[config.mk]
export PLATFORM = sky130hd
export DESIGN_NAME = wrr_arbiter
export DESIGN_NICKNAME = d
export VERILOG_FILES = /design/src/rtl/wrr_arbiter.sv
export SDC_FILE = /design/constraint.sdc
export NUM_CORES = 1
export LEC_CHECK = 0
export CAP_MARGIN = 20
export CORE_AREA = 8 8 54 61
export DETAILED_ROUTE_END_ITERATION = 10
export DIE_AREA = 0 0 62 69
export GPL_TIMING_DRIVEN = 0
export PLACE_DENSITY = 0.82
export SLEW_MARGIN = 5
export SYNTH_ARGS = -nofsm -noshare
export SYNTH_HDL_FRONTEND = slang
export SYNTH_SLANG_ARGS = --single-unit
[constraint.sdc]
create_clock -name clk -period 2.4 [get_ports clk]
set_input_delay 0.24 -clock clk [delete_from_list [all_inputs] [get_ports clk]]
set_output_delay 0.24 -clock clk [all_outputs]
set_load 0.02 [all_outputs]
[src/rtl/wrr_arbiter.sv]
// Weighted round-robin arbiter: a granted port keeps the resource for up to
// weight[g] acknowledged transfers, then the grant rotates to the next eligible port.
module wrr_arbiter #(
   parameter int unsigned PORTS        = 4,
   parameter int unsigned WEIGHT_WIDTH = 4,
   parameter string       LSB_PRIORITY = "LOW"
) (
   input  logic                          clk,
   input  logic                          rst_n,
   input  logic [PORTS-1:0]              request,
   input  logic [PORTS-1:0]              acknowledge,
   input  logic [PORTS*WEIGHT_WIDTH-1:0] weight,
   output logic [PORTS-1:0]              grant,
   output logic                          grant_valid,
   output logic [$clog2(PORTS)-1:0]      grant_encoded,
   output logic [WEIGHT_WIDTH-1:0]       credit
);

   localparam int unsigned IW         = $clog2(PORTS);
   localparam bit          HIGH_FIRST = (LSB_PRIORITY == "HIGH");

   typedef enum logic {S_IDLE, S_GRANT} state_t;

   state_t                  state;
   logic [IW-1:0]           last;
   logic [PORTS-1:0]        eligible;
   logic                    pick_valid;
   logic [IW-1:0]           pick;
   logic [WEIGHT_WIDTH-1:0] pick_weight;
   int unsigned             idx;
   logic                    ack_g_c;
   logic                    release_c;
   logic                    take_c;

   // A zero weight masks the request entirely.
   always_comb begin
      eligible = '0;
      for (int unsigned i = 0; i < PORTS; i++) begin
         eligible[i] = request[i] && (weight[i*WEIGHT_WIDTH +: WEIGHT_WIDTH] != '0);
      end
   end

   // Rotating search starting just past the last granted index; `last` itself is checked last.
   always_comb begin
      pick_valid = 1'b0;
      pick       = '0;
      idx        = 0;
      for (int unsigned k = 1; k <= PORTS; k++) begin
         idx = HIGH_FIRST ? (32'(last) + PORTS - k) % PORTS
                          : (32'(last) + k) % PORTS;
         if (!pick_valid && eligible[IW'(idx)]) begin
            pick_valid = 1'b1;
            pick       = IW'(idx);
         end
      end
   end

   assign pick_weight = weight[pick*WEIGHT_WIDTH +: WEIGHT_WIDTH];

   // Only the granted port's acknowledge is meaningful.
   assign ack_g_c   = (state == S_GRANT) && acknowledge[grant_encoded];
   assign release_c = (ack_g_c && (credit == WEIGHT_WIDTH'(1))) || !request[grant_encoded];
   assign take_c    = (state == S_IDLE) || release_c;

   always_ff @(posedge clk or negedge rst_n) begin
      if (!rst_n) begin
         state         <= S_IDLE;
         last          <= IW'(PORTS - 1);
         grant         <= '0;
         grant_valid   <= 1'b0;
         grant_encoded <= '0;
         credit        <= '0;
      end else if (take_c && pick_valid) begin
         state         <= S_GRANT;
         last          <= pick;
         grant         <= PORTS'(1) << pick;
         grant_valid   <= 1'b1;
         grant_encoded <= pick;
         credit        <= pick_weight;
      end else if (take_c) begin
         state         <= S_IDLE;
         grant         <= '0;
         grant_valid   <= 1'b0;
         grant_encoded <= '0;
         credit        <= '0;
      end else if (ack_g_c) begin
         credit        <= credit - WEIGHT_WIDTH'(1);
      end
   end

endmodule
==> results of run 1 <==
==> placed cells by master (no fill, tap or decap), types with 3 or more instances in the layout <==
| cell type | netlist | final |
|---|---|---|
| a21oi_1 | 4 | 4 |
| clkbuf_4 | 0 | 3 |
| clkdlybuf4s50_1 | 0 | 36 |
| dfrtp_1 | 11 | 11 |
| mux2i_1 | 5 | 5 |
| nand2_1 | 15 | 15 |
| nand2b_1 | 4 | 4 |
| nand3_1 | 3 | 3 |
| nor2_1 | 3 | 3 |
| o21ai_0 | 5 | 5 |
| o31ai_1 | 4 | 4 |
==> where the power goes <==
group / internal (µW) / switching, µW / leakage (µW)
combinational: 471 / 527 / 0.000394
clock: 64.5 / 71.4 / 0.0000150
sequential: 331 / 101 / 0.000154
==> worst paths after layout <==
path                                  start   endpoint  slack [ps]  cells after the start
min                                   rst_n  credit[3]         330                      1
max reg2reg                grant_encoded[0]  credit[2]         390                      6
max                              weight[13]  credit[2]         200                      7
min reg2reg                        grant[0]   grant[0]         490                      2
max in group asynchronous             rst_n    last[1]        1690                      1
min in group clk                   grant[0]   grant[0]         490                      2
==> cells in the mapped netlist (2+ instances only) <==
library cell  count  area [µm²]
dfrtp_1          11       275.3
o41a_1            2       22.52
o21ai_0           5       25.02
mux4_2            2       45.04
nor3b_1           2       15.01
o21ai_1           2       10.01
o21bai_1          2       15.01
o31ai_1           4       30.03
nand2b_1          4       25.02
dfstp_2           2       52.55
ha_1              2       25.02
nor2_1            3       11.26
inv_1             2       7.510
nand3_1           3       15.01
mux2i_1           5       50.05
nand2_1          15       56.30
a21oi_1           4       20.02
o221ai_1          2       17.52
==> state kept, by name (all words and copies together), names as in the netlist <==
register       flops
credit             4
grant_encoded      2
grant              4
last               2
grant_valid        1
==> metrics by stage <==
stage | instances | area, µm² | setup slack [ps] | power (µW) | TNS (ps)
6_report | 168 | 1369 | 202.2 | 1566 | 0
5_1_grt | 168 | 1369 | 125.3 | 1690 | 0
4_1_cts | 168 | 1369 | 208.0 | 1576 | 0
3_5_place_dp | 164 | 1343 | -75.22 | 1436 | -75.22
3_3_place_gp | 164 | 1343 | -37.49 | 1389 | -37.49
2_1_floorplan | 97 | 943.4 | 401.5 | 1075 | 0
==> area by class of cell <==
class,instances,area [µm²]
Fill cell,208,984.7
Multi-Input combinational cell,80,596.8
Timing Repair Buffer,36,360.3
Sequential cell,13,327.8
Tap cell,31,38.79
Clock buffer,4,26.28
Buffer,2,11.26
Inverter,2,7.507
==> logic make-up (layout without fill, tap and decap cells) <==
kind of cell	after synthesis	in the layout	synth area share (%)
buffers and inverters	4	44	1.990
DFF	13	13	34.75
muxes	8	8	11.67
AOI/OAI and AO/OA	32	32	26.92
and+or+nand+nor	37	37	21.09
xor gates and xnor gates	1	1	0.9286
adders and majority gates	2	2	2.652
==> layer usage <==
layer  wire length (µm)  share of wire (%)  up-vias
li1                   -                  -      452
met1               1028                 36      470
met2               1609                 57       31
met5                  0                  0        -
met3                138                4.9        4
met4                 56                2.0        0
==> reports/metrics.yaml, run 1 <==
detailed_routing:
  wl_per_cell_um: 16.86
  drt_iter0_drc: 20
  drc: 0
  ant_nets: 0
  dr.pass1.iters: 4
  drt-total-wl_mm: 2.832
  num_vias: 957
  routed_via_density: 5.696
global_routing:
  grt_most_used_layer: "met2"
  grt_pass1_wl_mm: 4.588
  track_usage_pct: 13.97
  use_met2_pct: 25.35
  antenna_found_initial: 0
  grt_max_degree: 14
  grt_util_met1_pct: 14.13
  grt_pass1_vias: 985
  grt-ovfl-total: 0
  grt_use_met3_pct: 2.226
pwr:
  vdd_drop_max_mv: 0.6624
  p_per_area_mw_per_mm2: 1144
  power.leakage_uw: 0.0005626
synth:
  synth-edff-count: 0
  avgSynthCellArea_um2: 9.726
  synth_seq_cells: 13
  netlist_area_um2: 943.4
  yosysSeqAreaShare_pct: 34.75
  syn_inst: 97
  synthDistinctLibCells: 43
  synth_flop_cell: "dfrtp_1"
  synth-async-reset-ratio_pct: 100.0
  yosysWarnings: 0
  synthesis.nets: 125
layout:
  final_util_pct: 58.16
  area_growth_pct: 45.09
  fin_nets: 166
  drive_above_1_share_pct: 10.95
  num_antenna_cells: 0
floorplanning:
  core_mm2: 0.002354
  die_x_um: 62
  num_rows: 19
  io_pins: 37
  fp.dieArea_mm2: 0.004278
  fp.dieH_um: 69
  start_util_pct: 40.09
clock_network:
  holdBufCountCts: 0
  clock_sinks: 13
  clk_latency_ps: 280
  cts_buffers: 3
  cts_tree: "yes"
  cts-resized-gates: 0
  root_buffer: "clkbuf_4"
  htreeDepth: 1
  clk_pin_slew_ps: 80
  post_cts_buffers: 0
  cts_max_path_buffers: 2
critical_path:
  timing_worst_setup_path_type: "in2reg"
  cp.arrival_ps: 2370
  critPathRequiredTime_ps: 2570
  slowest_stage: "o41ai_4"
  worstPathCellList: "clkdlybuf4s50_1 -> o41ai_4 -> a2bb2oi_1 -> nand2_2 -> nor2_8 -> mux2_4 -> o211a_1"
  crit_path_end_kind: "flip-flop"
  worst-path-buf-inv: 1
  critical_path.top_delay_family: "compound AO/OA/AOI/OAI gates"
  slowest_delay_ps: 480
  crit_fanout: 9
  start_kind: "input pin"
timing:
  skew_ps: 4.114
  holdWs_ps: 330.4
  drv_slew: 0
  post-route-period-util_pct: 91.58
  fmax_ghz: 0.4550
  layout_min_cycle_time_ps: 2198
  finalSetupViolCount: 0
  rsz0062_at_grt: "false"
  hold_viol: 0
  worst_pin_slew_ps: 632.6
  slew_headroom_pct: 57.27
placed_design:
  globalplace.congestion: 0.8994
  portBuffers: 36
  dp_hpwl_mm: 2.322
run:
  drv_cap: 0
worst_hold_path:
  hp-class: "in2async"
outcome:
  status: "completed"
(Power assumes the default switching activity.)
==> run 2: changes to the inputs <==
--- a/config.mk
+++ b/config.mk
@@ -6,9 +6,9 @@
 export NUM_CORES = 1
 export LEC_CHECK = 0
 export CAP_MARGIN = 20
-export CORE_AREA = 8 8 54 61
+export CORE_AREA = 2 2 48 55
 export DETAILED_ROUTE_END_ITERATION = 10
-export DIE_AREA = 0 0 62 69
+export DIE_AREA = 0 0 50 57
 export GPL_TIMING_DRIVEN = 0
 export PLACE_DENSITY = 0.82
 export SLEW_MARGIN = 5
==> reports/metrics.yaml, run 2 (synthesis gave the netlist of run 1 again) <==
timing:
  hold_viol: 0  # unchanged
  holdWs_ps: 314.9  # -15.48 ps
  slew_headroom_pct: 59.12  # +1.8 points
  worst_pin_slew_ps: 605.3  # -27.32 ps
  drv_slew: 0  # unchanged
  finalSetupViolCount: 0  # unchanged
  layout_min_cycle_time_ps: 2175  # -23.29 ps
  skew_ps: 4.481  # +0.3673 ps
  post-route-period-util_pct: 90.61  # -0.97 points
  fmax_ghz: 0.4599  # +1.1%
  rsz0062_at_grt: "false"
global_routing:
  grt_max_degree: 14  # unchanged
  antenna_found_initial: 0  # unchanged
  grt-ovfl-total: 0  # unchanged
  grt_pass1_vias: 926  # -6.0%
  grt_pass1_wl_mm: 4.326  # -5.7%
  track_usage_pct: 19.86  # +5.9 points
floorplanning:
  fp.dieH_um: 57  # -17%
  core_mm2: 0.002354  # unchanged
  fp.dieArea_mm2: 0.002850  # -33%
  io_pins: 37  # unchanged
  num_rows: 19  # unchanged
  start_util_pct: 40.09  # unchanged
  die_x_um: 50  # -19%
pwr:
  p_per_area_mw_per_mm2: 1140  # -0.34%
  vdd_drop_max_mv: 0.6181  # -6.7%
  power.leakage_uw: 0.0005626  # unchanged
placed_design:
  portBuffers: 36  # unchanged
  dp_hpwl_mm: 2.054  # -12%
  postPlaceCellArea_mm2: 0.001343  # unchanged
  globalplace.congestion: 0.8935  # -0.66%
critical_path:
  timing_worst_setup_path_type: "in2reg"
  slowest_delay_ps: 480  # about the same
  reg2reg_to: "credit[2]"
  crit_path_end_kind: "flip-flop"
  worstReg2RegStart: "grant_encoded[0]"
  ff2ff_path_depth: 6  # unchanged
  r2r_slack_ps: 400  # about the same
  critPathRequiredTime_ps: 2590  # +20 ps
  cp.arrival_ps: 2370  # about the same
  worstPathCellList: "clkdlybuf4s50_1 -> o41ai_4 -> a2bb2oi_1 -> nand2_2 -> nor2_8 -> mux2_4 -> o211a_1"
  slowest_stage: "o41ai_4"
  worst-path-buf-inv: 1  # unchanged
  crit_fanout: 9  # unchanged
  critical_path.top_delay_family: "compound AO/OA/AOI/OAI gates"
  start_kind: "input pin"
clock_network:
  holdBufCountCts: 0  # unchanged
  clock_sinks: 13  # unchanged
  post_cts_buffers: 0  # unchanged
  clk_latency_ps: 300  # +20 ps
  htreeDepth: 1  # unchanged
  cts-resized-gates: 0  # unchanged
  root_buffer: "clkbuf_4"
  cts_max_path_buffers: 2  # unchanged
  cts_tree: "yes"
  cts_buffers: 3  # unchanged
  clk_pin_slew_ps: 90  # about the same
layout:
  num_antenna_cells: 0  # unchanged
  drive_above_1_share_pct: 10.95  # unchanged
  final_cell_mix: "clkdlybuf4s50_1, nand2_1, dfrtp_1, o21ai_0, mux2i_1"
  area_growth_pct: 45.09  # unchanged
  fin_nets: 166  # unchanged
  fill_cells: 207  # -0.48%
  largestRegisters: "credit: 4 flops, grant: 4 flops"
  stdcell_area_mm2: 0.001369  # unchanged
  layout_commonest_cell: "clkdlybuf4s50_1"
detailed_routing:
  top_layer: "met4"
  dr.pass1.iters: 4  # unchanged
  num_vias: 935  # -2.3%
  drt_iter0_drc: 14  # -30%
  wl_met1_mm: 1.052  # +2.3%
  wl_met2_mm: 1.346  # -16%
  drc: 0  # unchanged
  wl_per_cell_um: 15.08  # -11%
  dr_wl_met3_um: 59  # -57%
  drt-total-wl_mm: 2.533  # -11%
  ant_nets: 0  # unchanged
  routed_via_density: 5.565  # -2.3%
outcome:
  status: "completed"
worst_hold_path:
  hp-class: "in2async"
run:
  drv_cap: 0  # unchanged
-- run 2: cell counts in the layout (fill, tap and decap cells not counted) --
No cell type changed its count.
-- run 2: how the worst max path moves through the flow --
stage                                start        end  slack, ps  cells past startpoint
final                           weight[13]  credit[2]        230                      7
after CTS                       weight[13]  credit[2]        240                      7
after floorplan           grant_encoded[0]  credit[2]        400                      6
after global placement          weight[13]  credit[2]        -40                      7
after detailed placement        weight[13]  credit[2]        -70                      7
after global routing            weight[13]  credit[2]        150                      7
-- run 2: routing by layer --
metal / up-vias / track usage [%]
met4: 0 / 9.921
met2: 24 / 31.95
met5: - / 0
met3: 10 / 3.403
met1: 449 / 25.63
li1: 452 / -
-- run 2: cell type report --
class	count	area [µm²]	area share (%)
tap	31	38.79	2.834
buffer	2	11.26	0.8227
inverter	2	7.507	0.5484
clock buffer	4	26.28	1.920
timing repair buffer	36	360.3	26.33
sequential	13	327.8	23.95
multi-input combinational	80	596.8	43.60
-- run 2: per-stage QoR --
| stage | TNS, ps | cells | util [%] | setup WS (ps) | total power, µW |
|---|---|---|---|---|---|
| finish | 0 | 168 | 58.16 | 225.5 | 1561 |
| global route | 0 | 168 | 58.16 | 154.4 | 1703 |
| CTS | 0 | 168 | 58.16 | 237.9 | 1564 |
| detailed placement | -66.49 | 164 | 57.04 | -66.13 | 1418 |
| global placement | -36.95 | 164 | 57.04 | -36.95 | 1383 |
| floorplan | 0 | 97 | - | 401.5 | 1075 |
-- run 2: where the power goes --
part           switching (µW)  total, µW  leakage, µW  internal [µW]
sequential               95.2        426     0.000154            331
clock                    83.5        148    0.0000150           64.9
combinational             516        986     0.000394            470
